File: src/rtl/fpu_pipe.sv
`timescale 1ns/1ps
// fpu_pipe: the FP-side pipeline shell that faces the integer unit.
// It holds the 32 x 32-bit FP register file, selects the ID operands
// (with forwarding), tracks the E1/E2/E3 destination/write-enable status
// and sequences the multicycle div/sqrt stall. The arithmetic itself
// lives in an external unit attached through the arith_* ports.
//
// Ports
//   clk, clrn            clock; asynchronous active-low reset
//   fs, ft, fd, fc       ID source A/B, destination, op code
//   wf, fasmds           ID writes an FP register / is an FP arithmetic op
//   fwdla/fwdlb          forward wmo to operand A/B
//   fwdfa/fwdfb          forward e3d to operand A/B (wins over fwdla/fwdlb)
//   wwfpr, wrn, wmo      lwc1 writeback enable / register / data
//   arith_r              external unit result for the op in E3
//   e1n..e3n, e1w..e3w   destination numbers / write enables per stage
//   stall, st            div/sqrt stall request / start pulse
//   dfb                  selected B operand (swc1 store data)
//   e3d                  E3 result
//   arith_a/b/fc         E1 operands and op code to the external unit
module fpu_pipe #(
    parameter int DIV_CYCLES = 4
) (
    input  logic        clk,
    input  logic        clrn,
    input  logic [4:0]  fs,
    input  logic [4:0]  ft,
    input  logic [4:0]  fd,
    input  logic [2:0]  fc,
    input  logic        wf,
    input  logic        fasmds,
    input  logic        fwdla,
    input  logic        fwdlb,
    input  logic        fwdfa,
    input  logic        fwdfb,
    input  logic        wwfpr,
    input  logic [4:0]  wrn,
    input  logic [31:0] wmo,
    input  logic [31:0] arith_r,
    output logic [4:0]  e1n,
    output logic [4:0]  e2n,
    output logic [4:0]  e3n,
    output logic        e1w,
    output logic        e2w,
    output logic        e3w,
    output logic        stall,
    output logic        st,
    output logic [31:0] dfb,
    output logic [31:0] e3d,
    output logic [31:0] arith_a,
    output logic [31:0] arith_b,
    output logic [2:0]  arith_fc
);

    localparam logic [3:0] CNT_LOAD = 4'(DIV_CYCLES - 1);

    typedef enum logic {IDLE, BUSY} div_state_t;

    logic [31:0]      fpr_reg [32];
    logic [1:0][4:0]  rd_addr;
    logic [1:0]       fwdf;
    logic [1:0]       fwdl;
    logic [1:0][31:0] opnd;

    div_state_t  state_reg;
    logic [3:0]  cnt_reg;
    logic        st_reg;
    logic        e1w_reg, e2w_reg, e3w_reg;
    logic [4:0]  e1n_reg, e2n_reg, e3n_reg;
    logic [2:0]  e1fc_reg;
    logic [31:0] e1a_reg, e1b_reg;

    logic id_div;
    logic capture;

    assign e3d = arith_r;

    // Register file is written on the falling edge so that an ID read in
    // the same cycle (sampled at the next rising edge) sees the new value.
    // The E3 write is issued last so it wins a collision with lwc1.
    always_ff @(negedge clk or negedge clrn) begin
        if (!clrn) begin
            for (int i = 0; i < 32; i++) begin
                fpr_reg[i] <= '0;
            end
        end else begin
            if (wwfpr) begin
                fpr_reg[wrn] <= wmo;
            end
            if (e3w_reg) begin
                fpr_reg[e3n_reg] <= e3d;
            end
        end
    end

    // Operand select, index 0 = A, index 1 = B.
    assign rd_addr = {ft, fs};
    assign fwdf    = {fwdfb, fwdfa};
    assign fwdl    = {fwdlb, fwdla};

    generate
        for (genvar gi = 0; gi < 2; gi++) begin : g_opnd
            assign opnd[gi] = fwdf[gi] ? e3d :
                              fwdl[gi] ? wmo : fpr_reg[rd_addr[gi]];
        end
    endgenerate

    assign dfb = opnd[1];

    assign id_div  = fasmds && ((fc == 3'b011) || (fc == 3'b100));
    assign stall   = (state_reg == BUSY) && (cnt_reg != 4'd0);
    assign capture = !stall;

    // Div/sqrt sequencer. Once the counter reaches zero the op leaves E1 on
    // the next edge; a div/sqrt waiting in ID enters on that same edge and
    // restarts the count.
    always_ff @(posedge clk or negedge clrn) begin
        if (!clrn) begin
            state_reg <= IDLE;
            cnt_reg   <= 4'd0;
            st_reg    <= 1'b0;
        end else begin
            st_reg <= 1'b0;
            case (state_reg)
                IDLE: begin
                    if (id_div) begin
                        state_reg <= BUSY;
                        cnt_reg   <= CNT_LOAD;
                        st_reg    <= 1'b1;
                    end
                end
                BUSY: begin
                    if (cnt_reg != 4'd0) begin
                        cnt_reg <= cnt_reg - 4'd1;
                    end else if (id_div) begin
                        cnt_reg <= CNT_LOAD;
                        st_reg  <= 1'b1;
                    end else begin
                        state_reg <= IDLE;
                    end
                end
                default: state_reg <= IDLE;
            endcase
        end
    end

    // Stage registers: E1 holds during a stall and E2 takes a bubble,
    // while E3 keeps draining.
    always_ff @(posedge clk or negedge clrn) begin
        if (!clrn) begin
            e1w_reg  <= 1'b0;
            e1n_reg  <= '0;
            e1fc_reg <= '0;
            e1a_reg  <= '0;
            e1b_reg  <= '0;
            e2w_reg  <= 1'b0;
            e2n_reg  <= '0;
            e3w_reg  <= 1'b0;
            e3n_reg  <= '0;
        end else begin
            if (capture) begin
                e1w_reg  <= wf & fasmds;
                e1n_reg  <= fd;
                e1fc_reg <= fc;
                e1a_reg  <= opnd[0];
                e1b_reg  <= opnd[1];
                e2w_reg  <= e1w_reg;
                e2n_reg  <= e1n_reg;
            end else begin
                e2w_reg  <= 1'b0;
                e2n_reg  <= '0;
            end
            e3w_reg <= e2w_reg;
            e3n_reg <= e2n_reg;
        end
    end

    assign e1w      = e1w_reg;
    assign e2w      = e2w_reg;
    assign e3w      = e3w_reg;
    assign e1n      = e1n_reg;
    assign e2n      = e2n_reg;
    assign e3n      = e3n_reg;
    assign st       = st_reg;
    assign arith_a  = e1a_reg;
    assign arith_b  = e1b_reg;
    assign arith_fc = e1fc_reg;

endmodule

File: config.mk
export PLATFORM = sky130hd
export DESIGN_NAME = fpu_pipe
export DESIGN_NICKNAME = d
export VERILOG_FILES = /design/src/rtl/fpu_pipe.sv
export SDC_FILE = /design/constraint.sdc
export NUM_CORES = 2
export LEC_CHECK = 0
export CAP_MARGIN = 20
export CORE_AREA = 2 2 334 469
export DETAILED_ROUTE_END_ITERATION = 7
export DIE_AREA = 0 0 336 471
export PLACE_DENSITY = 0.67
export SLEW_MARGIN = 40
export SYNTH_ARGS = -nofsm -noshare
export SYNTH_HDL_FRONTEND = slang
export SYNTH_SLANG_ARGS = --single-unit
File: constraint.sdc
create_clock -name clk -period 9 [get_ports clk]
set_input_delay 2.25 -clock clk [delete_from_list [all_inputs] [get_ports clk]]
set_output_delay 2.25 -clock clk [all_outputs]
set_load 0.02 [all_outputs]
==> impl_metrics.py <==
metrics = {
    "run_status": {
        "status": "complete, but fails checks",
        "violations": "negative setup slack",
    },
    "setup_path": {
        "critPathLaunchType": "flip-flop",
        "max_stage_delay_ps": 530,
        "rr_worst_depth": 6,
        "critPathTopFamily": "simple AND/OR/NAND/NOR gates",
        "worst-path-max-fanout": 3,
        "cp_data_required_time_ps": 6750,
        "worst_path_most_repeated_cell": "buf_6",
        "r2r-end": "fpr_reg[320]$_DFF_NN0_",
        "arrival_ps": 7190,
        "slowest_stage": "or4b_4",
        "cp_cell_sequence": "mux4_2, o22ai_2, or4b_4, o31ai_4, buf_6, buf_6",
        "path_class": "reg -> out",
        "crit_buf_inv": 2,
        "worstSetupEndpointType": "output pin",
        "worst-r2r-setup-slack_ps": 1640,
        "reg2reg_from": "e3w$_DFF_PN0_",
    },
    "global_route": {
        "grt_pass1_vias": 58900,
        "grt_pass1_wl_um": 414000,
        "grt_max_degree": 119,
        "antenna_found_initial": 12,
        "grt_usage_pct": 36.1,
        "overflow": 0,
    },
    "die": {
        "die_w_um": 336,
        "die_y_um": 471,
        "die_area_um2": 158000,
        "fp-row-count": 171,
        "coreArea_um2": 154000,
        "start_util_pct": 44.7,
        "num_io_pins": 247,
    },
    "placement": {
        "place.port_buffers": 246,
        "gp_congestion": 0.923,
        "dp_hpwl_um": 171000,
        "dp_cells": 8694,
    },
    "power_and_ir_drop": {
        "power.total_mw": 22.3,
        "ir_drop_v": 0.000177,
        "p_per_area_nw_per_um2": 274,
        "p_leak_nw": 35.6,
    },
    "hold_path": {
        "min-delay-start": "e2w$_DFF_PN0_",
        "min_delay_path_depth": 0,
        "hp-class": "reg -> reg",
        "hold_end": "e3w$_DFF_PN0_",
    },
    "yosys": {
        "ys_top_cells_by_count": "mux2i_1, dfrtn_1, nor2_1, nand2_1, a21oi_1",
        "async_reset_ff_share_pct": 100,
        "yosys.area.top_type_share_pct": 37.1,
        "ys_types": 49,
        "ys_ff_latch": 1115,
        "avgSynthCellArea_um2": 10.3,
        "ys_warn_count": 0,
        "ys_seq_area_share_pct": 40.4,
        "synth_nets": 6797,
        "syn-cell-area_um2": 69000,
        "synth_top_cell_by_area": "dfrtn_1",
        "synthFlopType": "dfrtn_1",
        "syn_inst": 6700,
        "synth_edf_count": 0,
        "synth_area_leaders": "dfrtn_1, mux2i_1, mux4_2",
        "synth_most_common_cell": "mux2i_1",
    },
    "cts": {
        "cts_tree": "built",
        "clk_latency_ps": 820,
        "cts_buffers": 116,
        "clk_pin_slew_worst_paths_ps": 60,
        "cts_root_buffer": "clkbuf_16",
        "htreeDepth": 3,
        "clockBufferDepth": 3,
        "clock-sinks": 1115,
    },
    "timing": {
        "worst_slew_pin_slew_ps": 987,
        "relSlewSlack_pct": 34.2,
        "fin_worst_skew_ps": 134,
        "grt_setup_unrepaired": "yes",
        "slew_violations": 0,
        "setup_ws_ps": -436,
        "hold_violations": 0,
        "finalSetupViolations": 29,
    },
    "drt": {
        "vias_per_cell": 6.63,
        "drtAntennaViolNets": 0,
        "first_iter_violations": 7951,
        "vias": 59700,
        "first_pass_iters": 7,
        "drc_errors": 0,
        "wire_per_inst_um": 32.0,
        "totalWireLength_um": 288000,
    },
    "finish": {
        "final_cells": 9008,
        "finalNetCount": 6919,
        "largest_register_ff_count": 1024,
        "fillers": 13400,
        "area_growth_syn_to_layout_pct": 17.9,
        "drive_above_1_share_pct": 21.3,
    },
    "run": {
        "maxCapViolCount": 0,
    },
}
[layer usage]
| layer | vias up | wire (um) | global-route usage (%) |
|---|---|---|---|
| met5 | - | 53 | 0.0925 |
| met4 | 8 | 27700 | 27.8 |
| met3 | 1501 | 39200 | 12.0 |
| met2 | 4684 | 123000 | 52.4 |
| met1 | 29100 | 98700 | 44.1 |
| li1 | 24500 | - | - |
[worst register-to-register path: stages (launching register included)]
cell	delay [ps]
dfrtp_1	460
nand2_1	100
nor2_1	670
nand2_4	700
buf_4	500
nor2_1	140
a21oi_1	50
[placed cells by master (no fill, tap or decap), types with 30 or more instances in the layout]
cell type	Yosys	layout
mux2i_1	1223	1221
dfrtn_1	1024	1024
a21oi_1	634	621
nor2_1	656	618
nand2_1	645	610
o21ai_0	591	591
buf_4	93	506
mux4_2	375	402
clkdlybuf4s50_1	0	202
o22ai_1	156	139
clkbuf_16	0	120
buf_12	0	102
dfrtp_1	91	91
a22oi_1	80	76
buf_6	25	50
nor2_4	0	36
nand3_1	36	36
a211oi_1	32	32
a221o_1	32	32
mux4_1	57	30
[layout make-up]
type / count / area [um^2] / area share [%]
Tap cell: 2076 / 2600 / 3.19
Sequential cell: 1115 / 27900 / 34.3
Inverter: 20 / 77.6 / 0.0954
Multi-Input combinational cell: 4698 / 38100 / 46.8
Clock inverter: 45 / 594 / 0.731
Antenna cell: 10 / 25.0 / 0.0308
Timing Repair Buffer: 871 / 8610 / 10.6
Clock buffer: 173 / 3460 / 4.26
[worst max path at each step]
stage,startpoint,endpoint,cells past startpoint
2_1_floorplan,wrn[1],fpr_reg[226]$_DFF_NN0_,7
3_3_place_gp,wrn[2],fpr_reg[968]$_DFF_NN0_,6
3_5_place_dp,fpr_reg[924]$_DFF_NN0_,dfb[28],6
4_1_cts,fpr_reg[973]$_DFF_NN0_,dfb[13],6
5_1_grt,fpr_reg[973]$_DFF_NN0_,dfb[13],6
6_report,fpr_reg[973]$_DFF_NN0_,dfb[13],6
[power breakdown]
group / leakage, nW / switching [mW] / internal [mW]
sequential: 13.5 / 1.72 / 7.35
combinational: 20.1 / 3.70 / 4.31
clock: 1.99 / 2.28 / 2.93
total: 35.6 / 7.70 / 14.6
[repair_timing]
action,4_1_cts,5_1_grt
buffers inserted,61,23
resized for setup,259,61
setup endpoints to repair,32,32
hold buffers,0,0
pin swaps,59,55
gates cloned,0,0
[per-stage QoR]
stage	hold slack, ps	util (%)	area [um^2]	TNS (ps)	worst slack [ps]
floorplan	462	-	69000	0	583
finish	370	52.7	81400	-7630	-436
global placement	358	49.2	75900	-62730	-441
global route	387	52.7	81300	-8810	-472
detailed placement	366	49.3	76100	-2700	-426
CTS	371	52.4	80900	-7530	-440
[cell families after synthesis]
logic type	count (synthesis)	share of synthesized area [%]
AO/OA/AOI/OAI	1568	12.6
AND/OR/NAND/NOR	1452	8.55
flip-flops	1115	40.4
multiplexers	1677	32.5
adder cells (fa/ha/maj)	1	0.0181
buffers and inverters	887	5.88
(Power assumes the default switching activity.)
